File: src/rtl/sr_bank_driver.sv
// sr_bank_driver: set/reset pulse driver for a bank of SR flip-flops
// with readback verification and bounded retry.
module sr_bank_driver #(
  parameter int WIDTH      = 8,
  parameter int SETTLE_CYC = 1,
  parameter int MAX_RETRY  = 2
) (
  input  logic             clk,
  input  logic             rst,
  input  logic             in_valid,
  output logic             in_ready,
  input  logic [WIDTH-1:0] in_target,
  output logic [WIDTH-1:0] s,
  output logic [WIDTH-1:0] r,
  input  logic [WIDTH-1:0] q_fb,
  output logic             busy,
  output logic             done,
  output logic             err
);

  typedef enum logic [1:0] {
    IDLE   = 2'd0,
    DRIVE  = 2'd1,
    SETTLE = 2'd2,
    CHECK  = 2'd3
  } state_t;

  state_t           r_state;
  state_t           w_next;
  logic [WIDTH-1:0] r_tgt;
  logic [WIDTH-1:0] r_s;
  logic [WIDTH-1:0] r_r;
  logic [WIDTH-1:0] w_s;
  logic [WIDTH-1:0] w_r;
  logic [3:0]       r_cnt;
  logic [2:0]       r_retry;
  logic             r_done;
  logic             r_err;
  logic             w_done;
  logic             w_err;
  logic             w_accept;
  logic             w_match;
  logic             w_settled;
  logic             w_retry_left;

  assign w_accept     = in_valid && (r_state == IDLE);
  // X/Z on any readback bit counts as a mismatch
  assign w_match      = (q_fb === r_tgt);
  assign w_settled    = (r_cnt == 4'(SETTLE_CYC - 1));
  assign w_retry_left = (r_retry != 3'(MAX_RETRY));

  always_ff @(posedge clk or negedge rst) begin
    if (!rst) r_state <= IDLE;
    else      r_state <= w_next;
  end

  always_comb begin
    w_next = r_state;
    unique case (1'b1)
      (r_state == IDLE):   if (w_accept) w_next = DRIVE;
      (r_state == DRIVE):  w_next = SETTLE;
      (r_state == SETTLE): if (w_settled) w_next = CHECK;
      default:
        w_next = (!w_match && w_retry_left) ? DRIVE : IDLE;
    endcase
  end

  always_comb begin
    w_s    = '0;
    w_r    = '0;
    w_done = 1'b0;
    w_err  = 1'b0;
    if (r_state == DRIVE) begin
      // retries force every bit to recover cells left invalid
      if (r_retry == 3'd0) begin
        w_s = r_tgt & ~q_fb;
        w_r = ~r_tgt & q_fb;
      end else begin
        w_s = r_tgt;
        w_r = ~r_tgt;
      end
    end
    if (r_state == CHECK) begin
      w_done = w_match;
      w_err  = !w_match && !w_retry_left;
    end
  end

  always_ff @(posedge clk or negedge rst) begin
    if (!rst) begin
      r_s     <= '0;
      r_r     <= '0;
      r_done  <= 1'b0;
      r_err   <= 1'b0;
      r_tgt   <= '0;
      r_cnt   <= '0;
      r_retry <= '0;
    end else begin
      r_s    <= w_s;
      r_r    <= w_r;
      r_done <= w_done;
      r_err  <= w_err;
      if (w_accept) r_tgt <= in_target;
      if (r_state == SETTLE && !w_settled) r_cnt <= r_cnt + 4'd1;
      else                                 r_cnt <= 4'd0;
      if (w_accept)
        r_retry <= 3'd0;
      else if (r_state == CHECK && !w_match && w_retry_left)
        r_retry <= r_retry + 3'd1;
    end
  end

  assign s        = r_s;
  assign r        = r_r;
  assign done     = r_done;
  assign err      = r_err;
  assign in_ready = (r_state == IDLE);
  assign busy     = (r_state != IDLE);

endmodule

File: config.mk
export PLATFORM = sky130hd
export DESIGN_NAME = sr_bank_driver
export DESIGN_NICKNAME = d
export VERILOG_FILES = /design/src/rtl/sr_bank_driver.sv
export SDC_FILE = /design/constraint.sdc
export NUM_CORES = 1
export LEC_CHECK = 0
export BUFFER_PORTS_ARGS = -buffer_cell sky130_fd_sc_hd__buf_2
export CAP_MARGIN = 10
export CORE_AREA = 2 2 85 62
export DETAILED_ROUTE_END_ITERATION = 7
export DIE_AREA = 0 0 87 64
export PLACE_DENSITY_LB_ADDON = 0.2
export SLEW_MARGIN = 20
export SYNTH_ARGS = -nofsm -noshare
export SYNTH_HDL_FRONTEND = slang
export SYNTH_SLANG_ARGS = --single-unit
File: constraint.sdc
create_clock -name clk -period 2.5 [get_ports clk]
set_clock_uncertainty 0.15 [all_clocks]
set_input_delay 0.5 -clock clk [delete_from_list [all_inputs] [get_ports clk]]
set_output_delay 0.5 -clock clk [all_outputs]
set_load 0.01 [all_outputs]
==> results.sh <==
export IMPL_status="finished clean"
export IMPL_grt_max_degree=36
export IMPL_grt_setup_unrepaired="false"
export IMPL_grt_pass1_vias=1253
export IMPL_clockRootBuffer="clkbuf_8"
export IMPL_r2r_slack_ns=0.65
export IMPL_cp_common_cell="inv_1"
export IMPL_drc=0
export IMPL_areaGrowthSynthToFinish_pct=16.8
export IMPL_drive_gt1_frac=0.260
export IMPL_via_count=1245
export IMPL_setup_tns_ns=0
export IMPL_syn_inst=169
export IMPL_wl_per_cell_um=13.1
export IMPL_antenna_found_initial=0
export IMPL_wirelength_um=3460
export IMPL_synth_flop_cell="dfrtp_1"
export IMPL_peakVddDrop_uv=444
export IMPL_p_comb_frac=0.437
export IMPL_ys_seq_area_frac=0.472
export IMPL_synth_edf_count=0
export IMPL_crit_start="r_state[1]$_DFFE_PN0P_"
export IMPL_die_w_um=87
export IMPL_grt_overflow=0
export IMPL_cp_slowest_cell="dfrtp_1"
export IMPL_clockBufferDepth=2
export IMPL_ys_seq_elements=35
export IMPL_post_place_ws_ns=0.581
export IMPL_period_minus_slack_ns=1.88
export IMPL_power_share_clock=0.161
export IMPL_yosysUniqueCellTypes=29
export IMPL_final_nets=254
export IMPL_diodes=0
export IMPL_finalHoldViolations=0
export IMPL_dp_hpwl_um=2500
export IMPL_final_setup_viol_count=0
export IMPL_final_max_slew_viol_count=0
export IMPL_first_iter_violations=37
export IMPL_synth_warning_count=0
export IMPL_critPathCaptureType="output pin"
export IMPL_cts_resized_gates=0
export IMPL_clock_latency_ns=0.28
export IMPL_initial_utilization=0.395
export IMPL_final_cells=265
export IMPL_fmax_ghz=0.533
export IMPL_core_sq_um=4700
export IMPL_final_setup_worst_slack_ns=0.625
export IMPL_post_drt_via_cell_ratio=4.70
export IMPL_dieArea_sq_um=5570
export IMPL_worstPathCellList="inv_1 > ha_1 > inv_1 > buf_2"
export IMPL_cp_slowest_stage_delay_ns=0.43
export IMPL_post_cts_buffers=0
export IMPL_required_ns=1.85
export IMPL_cts_tree="yes"
export IMPL_hold_path_class="input pin to asynchronous set/reset pin"
export IMPL_worstMarginPinSlew_ns=0.768
export IMPL_dp_cells=259
export IMPL_num_rows=21
export IMPL_crit_family="flip-flops"
export IMPL_path_class="flip-flop to output pin"
export IMPL_crit_fanout=5
export IMPL_timing_hold_ws_ns=0.136
export IMPL_ctsHoldBuffers=0
export IMPL_power_density_nw_per_um2=1060
export IMPL_cp_arrival_ns=1.23
export IMPL_r2r_start="r_state[0]$_DFFE_PN0P_"
export IMPL_synth_fp_nets=214
export IMPL_swShare=0.387
export IMPL_layout_commonest_cell="buf_2"
export IMPL_synth_area_sq_um=1860
export IMPL_postPlaceCellArea_sq_um=2090
export IMPL_design_area_sq_um=2170
export IMPL_cts_made_buffers=5
export IMPL_dr_pass1_iters=4
export IMPL_antenna_left=0
export IMPL_grt_usage=0.147
export IMPL_clk_pin_slew_worst_paths_ns=0.07
export IMPL_worst_path_buf_inv=3
export IMPL_p_leak_nw=1.25
export IMPL_grt_pass1_wl_um=6120
export IMPL_r2r_cells=4
export IMPL_seq_power_share=0.402
export IMPL_cap_violations=0
export IMPL_syn_avg_cell_area_sq_um=11.0
export IMPL_final_util=0.461
export IMPL_portBuffers=38
export IMPL_cts_sinks=35
export IMPL_min_period_over_period=0.750
export IMPL_ios=39
export IMPL_maxSlewHeadroom=0.488
export IMPL_async_flop_share=1.00
export IMPL_mostFrequentLayoutCells="buf_2, dfrtp_1, ha_1"
export IMPL_internal_power_mw=1.41
export IMPL_startpoint_type="flip-flop"
export IMPL_place_congestion=0.702
export IMPL_p_sw_mw=0.892
export IMPL_cts_max_level=2
export IMPL_dieHeight_um=64
export IMPL_reg2reg_to="r_tgt[1]$_DFFE_PN0P_"
export IMPL_p_total_mw=2.31
[power by group through the flow]
stage          logic (mW)  registers, mW  clock network [mW]
3_3_place_gp         1.02          0.928                   0
2_1_floorplan       0.660          0.971                   0
3_5_place_dp         1.02          0.937                   0
4_1_cts              1.03          0.927               0.379
6_report             1.01          0.926               0.372
5_1_grt              1.17          0.955               0.421
[sequential cells by signal, summed over array words and instances, names as in the netlist]
name,flops
r_state,2
done,1
r_retry,3
r_tgt,8
err,1
r_cnt,4
r,8
s,8
[layer usage]
metal,up-vias,track usage,wire length [um]
met2,24,0.200,1440
met4,0,0.0527,52
li1,632,-,-
met3,5,0.0530,176
met5,-,0,0
met1,584,0.212,1790
[Yosys cell counts, types with 2 or more instances]
cell type / number / area, sq um
and3_1: 2 / 12.5
ha_1: 26 / 325
dfrtp_1: 35 / 876
nor2_1: 2 / 7.51
nand4_1: 2 / 12.5
nor2b_1: 2 / 12.5
nand2_1: 23 / 86.3
inv_1: 24 / 90.1
a21boi_0: 9 / 67.6
buf_2: 3 / 15.0
o211a_1: 7 / 70.1
mux2_2: 8 / 90.1
o21ai_0: 2 / 10.0
clkbuf_1: 2 / 7.51
o211ai_1: 3 / 22.5
mux2i_1: 3 / 30.0
nand2b_1: 4 / 25.0
[kinds of logic (layout without fill, tap and decap cells)]
kind of cell               Yosys count  after routing  share of synthesized area
AOI/OAI and AO/OA                   26             26                      0.113
xor gates and xnor gates             1              1                    0.00472
adders and majority gates           26             26                      0.175
buffers and inverters               29             68                     0.0607
DFF                                 35             35                      0.472
muxes                               12             12                     0.0708
and+or+nand+nor                     40             40                      0.103
[how the worst max path moves through the flow]
stage / cells after the start / to
6_report: 4 / busy
5_1_grt: 4 / r_tgt[1]$_DFFE_PN0P_
4_1_cts: 4 / busy
3_5_place_dp: 6 / r_retry[0]$_DFFE_PN0P_
3_3_place_gp: 6 / r_retry[0]$_DFFE_PN0P_
2_1_floorplan: 5 / r_state[1]$_DFFE_PN0P_
[cell type report]
type	count	area (sq um)
Sequential cell	35	876
Multi-Input combinational cell	105	867
Fill cell	456	2540
Clock buffer	6	72.6
Inverter	24	90.1
Tap cell	57	71.3
Timing Repair Buffer	38	190
(Power assumes the default switching activity.)
